### src/rtl/tc_pkg.sv
// Shared definitions for the countdown timer: FSM states, register map,
// CTRL bit layout and mode encodings.
package tc_pkg;

    typedef enum logic [1:0] {
        IDLE = 2'd0,
        LOAD = 2'd1,
        CNT  = 2'd2,
        INT  = 2'd3
    } tcState_e;

    localparam logic [1:0] REG_CTRL   = 2'd0;
    localparam logic [1:0] REG_PRESET = 2'd1;
    localparam logic [1:0] REG_COUNT  = 2'd2;

    localparam int CTRL_EN_BIT   = 0;
    localparam int CTRL_MODE_LSB = 1;
    localparam int CTRL_MODE_MSB = 2;
    localparam int CTRL_IM_BIT   = 3;

    localparam logic [1:0] MODE_ONESHOT    = 2'b00;
    localparam logic [1:0] MODE_AUTORELOAD = 2'b01;

    // Modes 10 and 11 fall back to one-shot behaviour.
    function automatic logic isAutoReload(input logic [1:0] mode);
        return mode == MODE_AUTORELOAD;
    endfunction

endpackage

### src/rtl/tc_csr.sv
// Timer register file: CTRL and PRESET storage, write decode and the
// combinational read mux (COUNT is supplied by the counter).
module tc_csr
    import tc_pkg::*;
#(
    parameter logic [31:0] RESET_PRESET = 32'h0
) (
    input  logic        clk,
    input  logic        reset,
    input  logic [1:0]  regSel_i,
    input  logic        we_i,
    input  logic [31:0] wdata_i,
    input  logic        clearEnable_i,
    input  logic [31:0] count_i,
    output logic [31:0] rdata_o,
    output logic [31:0] preset_o,
    output logic        enable_o,
    output logic        autoReload_o,
    output logic        irqMask_o,
    output logic        ctrlWrite_o
);

    logic        enable_q;
    logic [1:0]  mode_q;
    logic        irqMask_q;
    logic [31:0] preset_q;
    logic        presetWrite;

    assign ctrlWrite_o = we_i && (regSel_i == REG_CTRL);
    assign presetWrite = we_i && (regSel_i == REG_PRESET);

    // A bus write to CTRL overrides the FSM's one-shot Enable clear.
    always_ff @(posedge clk) begin
        if (!reset) begin
            enable_q  <= 1'b0;
            mode_q    <= MODE_ONESHOT;
            irqMask_q <= 1'b0;
            preset_q  <= RESET_PRESET;
        end else begin
            if (ctrlWrite_o) begin
                enable_q  <= wdata_i[CTRL_EN_BIT];
                mode_q    <= wdata_i[CTRL_MODE_MSB:CTRL_MODE_LSB];
                irqMask_q <= wdata_i[CTRL_IM_BIT];
            end else if (clearEnable_i) begin
                enable_q <= 1'b0;
            end
            if (presetWrite) begin
                preset_q <= wdata_i;
            end
        end
    end

    always_comb begin
        rdata_o = 32'h0;
        case (regSel_i)
            REG_CTRL:   rdata_o = {28'h0, irqMask_q, mode_q, enable_q};
            REG_PRESET: rdata_o = preset_q;
            REG_COUNT:  rdata_o = count_i;
            default:    rdata_o = 32'h0;
        endcase
    end

    assign preset_o     = preset_q;
    assign enable_o     = enable_q;
    assign autoReload_o = isAutoReload(mode_q);
    assign irqMask_o    = irqMask_q;

endmodule

### src/rtl/timer_counter.sv
// Memory-mapped countdown timer: IDLE/LOAD/CNT/INT sequencer driving a
// 32-bit down counter and a maskable interrupt flag.
module timer_counter
    import tc_pkg::*;
#(
    parameter logic [31:0] RESET_PRESET = 32'h0
) (
    input  logic        clk,
    input  logic        reset,
    input  logic [31:0] Addr,
    input  logic        WE,
    input  logic [31:0] Din,
    output logic [31:0] Dout,
    output logic        IRQ
);

    tcState_e    state_q, state_d;
    logic [31:0] count_q, count_d;
    logic        irqFlag_q, irqFlag_d;
    logic        clearEnable;
    logic        enable;
    logic        autoReload;
    logic        irqMask;
    logic        ctrlWrite;
    logic [31:0] preset;
    logic        unusedAddrBits;

    assign unusedAddrBits = ^{Addr[31:4], Addr[1:0]};

    tc_csr #(
        .RESET_PRESET(RESET_PRESET)
    ) u_csr (
        .clk          (clk),
        .reset        (reset),
        .regSel_i     (Addr[3:2]),
        .we_i         (WE),
        .wdata_i      (Din),
        .clearEnable_i(clearEnable),
        .count_i      (count_q),
        .rdata_o      (Dout),
        .preset_o     (preset),
        .enable_o     (enable),
        .autoReload_o (autoReload),
        .irqMask_o    (irqMask),
        .ctrlWrite_o  (ctrlWrite)
    );

    always_ff @(posedge clk) begin
        if (!reset) begin
            state_q   <= IDLE;
            count_q   <= 32'h0;
            irqFlag_q <= 1'b0;
        end else begin
            state_q   <= state_d;
            count_q   <= count_d;
            irqFlag_q <= irqFlag_d;
        end
    end

    always_comb begin
        state_d = state_q;
        case (state_q)
            IDLE:    if (enable) state_d = LOAD;
            LOAD:    state_d = CNT;
            CNT: begin
                if (!enable)                state_d = IDLE;
                else if (count_q > 32'd1)   state_d = CNT;
                else                        state_d = INT;
            end
            INT:     state_d = IDLE;
            default: state_d = IDLE;
        endcase
    end

    // A PRESET of 0 is loaded as 1 so the count never has to wrap.
    always_comb begin
        count_d     = count_q;
        irqFlag_d   = irqFlag_q;
        clearEnable = 1'b0;
        case (state_q)
            IDLE: if (enable) irqFlag_d = 1'b0;
            LOAD: count_d = (preset == 32'h0) ? 32'd1 : preset;
            CNT: begin
                if (enable) begin
                    if (count_q > 32'd1) begin
                        count_d = count_q - 32'd1;
                    end else begin
                        count_d   = 32'h0;
                        irqFlag_d = 1'b1;
                    end
                end
            end
            INT: begin
                if (autoReload) irqFlag_d   = 1'b0;
                else            clearEnable = 1'b1;
            end
            default: ;
        endcase
        if (ctrlWrite) irqFlag_d = 1'b0;
    end

    assign IRQ = irqFlag_q & irqMask;

endmodule

### config.mk
export PLATFORM = sky130hd
export DESIGN_NAME = timer_counter
export DESIGN_NICKNAME = d
export VERILOG_FILES = /design/src/rtl/tc_pkg.sv /design/src/rtl/tc_csr.sv /design/src/rtl/timer_counter.sv
export SDC_FILE = /design/constraint.sdc
export NUM_CORES = 1
export LEC_CHECK = 0
export ABC_AREA = 1
export CAP_MARGIN = 0
export CELL_PAD_IN_SITES_DETAIL_PLACEMENT = 1
export CELL_PAD_IN_SITES_GLOBAL_PLACEMENT = 1
export CORE_UTILIZATION = 35
export CTS_CLUSTER_SIZE = 10
export DETAILED_ROUTE_END_ITERATION = 6
export HOLD_SLACK_MARGIN = 0.08
export PLACE_DENSITY = 0.79
export SLEW_MARGIN = 0
export SYNTH_ARGS = -nofsm -noshare
export SYNTH_HDL_FRONTEND = slang
export SYNTH_SLANG_ARGS = --single-unit
### constraint.sdc
create_clock -name clk -period 1.85 [get_ports clk]
set_input_delay 0.37 -clock clk [delete_from_list [all_inputs] [get_ports clk]]
set_output_delay 0.37 -clock clk [all_outputs]
set_load 0.02 [all_outputs]
### Yosys cells after proc, flatten, opt, wreduce, memory -nomap -nowiden

Index checks and enable logic that the tools add are counted.

| storage, ports and cells | value |
|---|---|
| register bits | 71 |
| input port bits | 67 |
| output and inout port bits | 33 |
| word-level logic and storage cells | 50 |

| cells by class | value |
|---|---|
| add/sub/neg operators | 1 |
| magnitude comparators | 1 |
| equal/unequal tests | 10 |
| multiplexer cells | 18 |
| bitwise gates (word level) | 2 |
| reductions and logical operators | 11 |

Operators by type and width:

| kind | count |
|---|---|
| 32-bit two-way mux | 3 |
| 32-bit case mux with 3 select lines | 1 |
| 32-bit case mux with 2 select lines | 1 |
| 32-bit by 1-bit greater-than comparator with 1-bit output, second input constant | 1 |
| 32-bit logical NOT | 1 |
| 32-bit by 1-bit subtractor with 32-bit output, second input constant | 1 |
| 1-bit two-way mux | 9 |
| 2-bit case mux with 4 select lines | 1 |
| 2-bit by 1-bit equality test with 1-bit output, second input constant | 3 |
| 2-bit equality test, second input constant | 3 |
| 5-bit AND reduction | 1 |
| 2-bit logical NOT | 2 |
| 2-bit two-way mux | 2 |
| 2-bit by 1-bit != test with 1-bit output, second input constant | 2 |
| 2-bit != test, second input constant | 2 |
| 2-bit nonzero test | 2 |
| 1-bit case mux with 3 select lines | 1 |
| 3-bit nonzero test | 1 |
| 1-bit logical AND | 2 |
| 2-bit AND reduction | 1 |
| 2-bit OR reduction | 1 |
| 1-bit bitwise AND | 1 |
| 1-bit NOT | 1 |

### Depth between registers and ports, before layout

| depth | value |
|---|---|
| depth after elaboration | 5 |
| mapped depth | 11 |
| gate-level depth less buffers | 11 |

### Modules after synthesis

From an unflattened synthesis, not the netlist that was laid out.

| second synthesis, totals | value |
|---|---|
| cell total of the unflattened synthesis | 806 |
| area total of the unflattened synthesis | 4619.4 um^2 |

By module, submodules not included:

| module | instances | cells each | area an instance (um^2) | seq. area each (um^2) |
|---|---|---|---|---|
| timer_counter | 1 | 494 | 2766.4 | 700.7 |
| tc_csr | 1 | 312 | 1853.0 | 720.7 |

### Worst setup path after synthesis

Ideal clock, no wire load.

| timing | value |
|---|---|
| kind | input to output |
| start | in Addr[2] |
| end | out Dout[1] |
| data arrival time | 1.243 ns |
| required time | 1.480 ns |
| slack | 0.237 ns |
| stages on the path | 5 |
| path buffers | 1 |
| path through | inv_1 -> nor2_1 -> inv_1 -> clkbuf_1 -> o221ai_1 |

| on the way | value |
|---|---|
| cells in the longest elaborated chain, start to end | 2 |
| elaborated cells between the ends (all ways) | 4 |
| those cells by class | eq/ne (2); mux (1); reduce/logical (1) |

Ends and longest elaborated chain:

| what | RTL line | source |
|---|---|---|
| start, declared | timer_counter.sv:10 | `input logic [31:0] Addr,` |
| 2-bit equality test (tied with other cells) | tc_csr.sv:55 | `case (regSel_i)` |
| 32-bit case mux with 3 select lines (*) | tc_csr.sv:55 |  |
| end, declared | timer_counter.sv:13 | `output logic [31:0] Dout,` |

Mark *: on every way between the ends. The rest lies on a longest branch, timed or not.

### Worst setup path in the final report

| timing | value |
|---|---|
| start | reg count_q[1] |
| end | reg count_q[20] |

| on the way | value |
|---|---|
| cells in the longest elaborated chain, start to end | 4 |
| elaborated cells between the ends (all ways) | 5 |
| those cells by class | add/sub (1); order compare (1); mux (3) |

Ends and longest elaborated chain:

| what | RTL line | source |
|---|---|---|
| start, declared | timer_counter.sv:18 | `logic [31:0] count_q, count_d;` |
| start signal, assigned | timer_counter.sv:55 | `count_q <= count_d;` |
| 32-bit by 1-bit subtractor with 32-bit output / 32-bit by 1-bit greater-than comparator with 1-bit output (equally long branches) | timer_counter.sv:86, timer_counter.sv:85 |  |
| 32-bit two-way mux (*) | timer_counter.sv:85 | `if (count_q > 32'd1) begin` |
| 32-bit two-way mux (*) | timer_counter.sv:84 | `if (enable) begin` |
| 32-bit case mux with 2 select lines (*) | timer_counter.sv:80 | `case (state_q)` |

Mark *: on every way between the ends. The rest lies on a longest branch, timed or not. The select of a mux whose other input is x is not followed.
A chain may end at the register's enable or synchronous reset.

==> results by group <==
Logic synthesis
  – Cells after Synth: 682
  – Mapped cell area: 4318 µm²
  – Syn nets: approximately 750
  – Post-synthesis average cell area: around 6.3 µm²
  – Most common cell in the netlist: inv_1
  – YS warnings: 0
  – Cell variety after synth: 29
  – Top FF cell, synth: dfxtp_1
  – Synth cell count leaders: 115 x inv_1, 110 x o21ai_0, 87 x nand2_1
  – Synth area leader: dfxtp_1
  – Seq/Total Area, Yosys: 32.92%
  – Post-synth EDFFs: 0
  – Async set-or-reset flop fraction in the synthesized netlist: 0%
  – Synth area leaders: dfxtp_1 33%, o21ai_0 13%, inv_1 10%
  – Synthesis-stage register bit count: 71
  – Area fraction of the dominant cell type after synthesis: around a third

Pwr
  – Pleak: 2.613 nW
  – P per Cell Area: approximately 800 nW/µm²
  – IR drop worst, VDD: between 300 and 400 µV

Place
  – Dpl cell area: approximately 5300 µm²
  – PortBufs: 69
  – DPL Wire Length: 11.51 mm
  – Placed insts: about 900
  – GPL Wtd Cong: 0.8542

Setup path
  – Arrival time of the worst setup path: between 2 and 2.5 ns
  – Register-to-register setup slack: a little over 0.05 ns
  – Critical Path RT: approximately 2.1 ns
  – Setup CP Type: flip-flop to flip-flop
  – CP Capture Type: flip-flop
  – Ordered cell list for the critical path: inv_1 > ha_2 > nand2_4 > nor2_4 > nand2_4 > nand2_4 > a21oi_4 > buf_12 > clkbuf_16 > a21oi_1 > nor2_1
  – CP max stage delay: 0.32 ns
  – Startpoint types: flip-flop
  – Slowest stage cell, crit path: dfxtp_1
  – Most frequent CP cell: nand2_4
  – Critical-path maximum fanout: 6

Clocking
  – Clk root buf: clkbuf_16
  – Max H-tree Level: 3
  – Clock Sink Count: ~70
  – Clk Latency, worst-skew pair: about 0.35 ns
  – Worst-path clk slew: ~0.06 ns
  – Max Root-Sink Buffers: 2
  – CTS buffer count: 9
  – CTS tree: done
  – Cts hold-fix bufs: 0

Timing
  – F_max: about 0.56 GHz
  – Number of setup violations in the final report: 0
  – Final Max Slew Viols: 0
  – Least-Margin Pin Slew: about 0.35 ns
  – Layout Skew: approximately 0.0067 ns
  – Final hold viol count: 0
  – Slew headroom: between 70% and 80%
  – Fin crit share: around 97%
  – Post-layout min period: 1.798 ns

Layout
  – Reg area: 1421 µm²
  – Antenna Cells: 0
  – Fin cells: slightly above 900
  – Filler cells: about 1.6k
  – Synth-to-layout area growth: 34.83%
  – Area occupied by multi-input gates: 2439 µm²
  – Share of layout cells above drive strength 1: between 15 and 20%
  – Nets@finish: approximately 830
  – Post-route cell area: approximately 5800 µm²

Die
  – Die area: 12780 µm²
  – Io pins: 100
  – Die X: 113.1 µm
  – Die Y: ~110 µm
  – Core Region: between 10000 and 15000 µm²
  – Row count: 40
  – Starting density of the core: 35.95%

Worst hold path
  – HP Class: flip-flop to flip-flop

Status
  – Status: finished, final reports clean

Route
  – Starting DRT DRC Count: between 300 and 400
  – Final ANT Viol Nets: 0
  – Remaining DRCs: 0
  – Wire length per cell: 17.40 µm
  – Via count: 4915
  – Drt first pass iters: 5
  – Routed WL: 15.95 mm
  – Via density: 5.360

Global route
  – Vias in the first global route: between 4k and 5k
  – Grt met3 use: between 3 and 4%
  – GRT met1 Usage: about 33%
  – All-Layer GR Usage: between 20 and 30%
  – First-pass GRT wire length: ~25 mm
  – GR Overflow Total: 0
  – Busiest grt layer: met2
  – Antenna violations before repair: 0
  – Largest net degree at the start of global routing: just over 70
  – Met2 Resource Use GR: 43.07%

Job
  – Max Cap Viol: 0
==> state kept, by name, indices dropped and copies added, names as in the netlist <==
signal and cells:
count_q 32, irqFlag_q 1, state_q 2, u_csr.enable_o 1
u_csr.irqMask_o 1, u_csr.mode_q 2, u_csr.preset_o 32
==> stage by stage <==
stage	power, W	TNS, ns	util [%]	setup slack (ns)	hold slack, ns
3_5_place_dp	0.002653	-18.10	44.36	-0.6028	0.4615
3_3_place_gp	0.002619	-17.43	44.36	-0.5987	0.4564
2_1_floorplan	0.002270	0	-	0.2370	0.4366
4_1_cts	0.004632	0	47.50	0.03913	0.4703
5_1_grt	0.004844	-0.02083	48.47	-0.02083	0.4869
6_report	0.004646	0	48.47	0.05180	0.4636
==> critical path: cells and delay by family (launching register included) <==
family	cells	cell delay, ns
flip-flops	1	0.32
adder cells (fa/ha/maj)	1	0.23
AO/OA/AOI/OAI	2	0.18
buffers and inverters	3	0.43
AND/OR/NAND/NOR	5	0.52
==> timing repair <==
action	CTS	global route
setup buffers	0	3
setup endpoints to repair	32	18
cloned	1	2
pin swaps	1	2
resized for setup	180	11
==> layout by cell type, fill, tap and decap left out, drive strengths merged, types with 2 or more instances in the layout <==
cell and count:
clkinvlp 2, nand2 94, o22ai 29, nor3 2, dfxtp 71, o221ai 4, nor2 95, inv 118
ha 2, xor2 5, nand4 4, nand3 43, o21ai 115, dlygate4sd2 2, clkdlybuf4s50 34, buf 65
a21oi 67, clkbuf 13, bufinv 2
==> cell type report <==
cell class / count / share of cell area, %
inverters: 118 / 7.651
repair buffers: 103 / 17.17
well taps: 147 / 3.159
clock inverters: 5 / 1.375
flip-flops and latches: 71 / 24.41
multi-input cells: 462 / 41.89
clock buffers: 11 / 4.341
==> where the power goes <==
group	switching [W]	internal [W]	total, W
clock	0.000701	0.00125	0.00195
sequential	0.0000432	0.00159	0.00163
combinational	0.000672	0.000390	0.00106
total	0.00142	0.00323	0.00465
==> per-layer routing <==
layer  up-vias  wire length, µm  part of all wire (%)
met5         -                0                     0
met4         0              371                   2.3
met3        25              784                   4.9
met2       129             7697                    48
met1      2361             7101                    45
li1       2400                -                     -
==> worst paths after layout <==
kind	start	end	cells past startpoint
setup reg to reg	count_q[1]	count_q[20]	11
hold reg to reg	irqFlag_q	irqFlag_q	2
setup / recovery	count_q[1]	count_q[20]	11
hold / removal	irqFlag_q	irqFlag_q	2
==> cells by family after synthesis <==
| group | Yosys count | share of synthesized area [%] |
|---|---|---|
| XOR/XNOR | 5 | 1.014 |
| buffers and inverters | 149 | 13.65 |
| flip-flops | 71 | 32.92 |
| adder cells (fa/ha/maj) | 2 | 0.5794 |
| AO/OA/AOI/OAI | 217 | 27.30 |
| AND/OR/NAND/NOR | 238 | 24.54 |
Note: power is estimated with default switching activity, not from simulation.
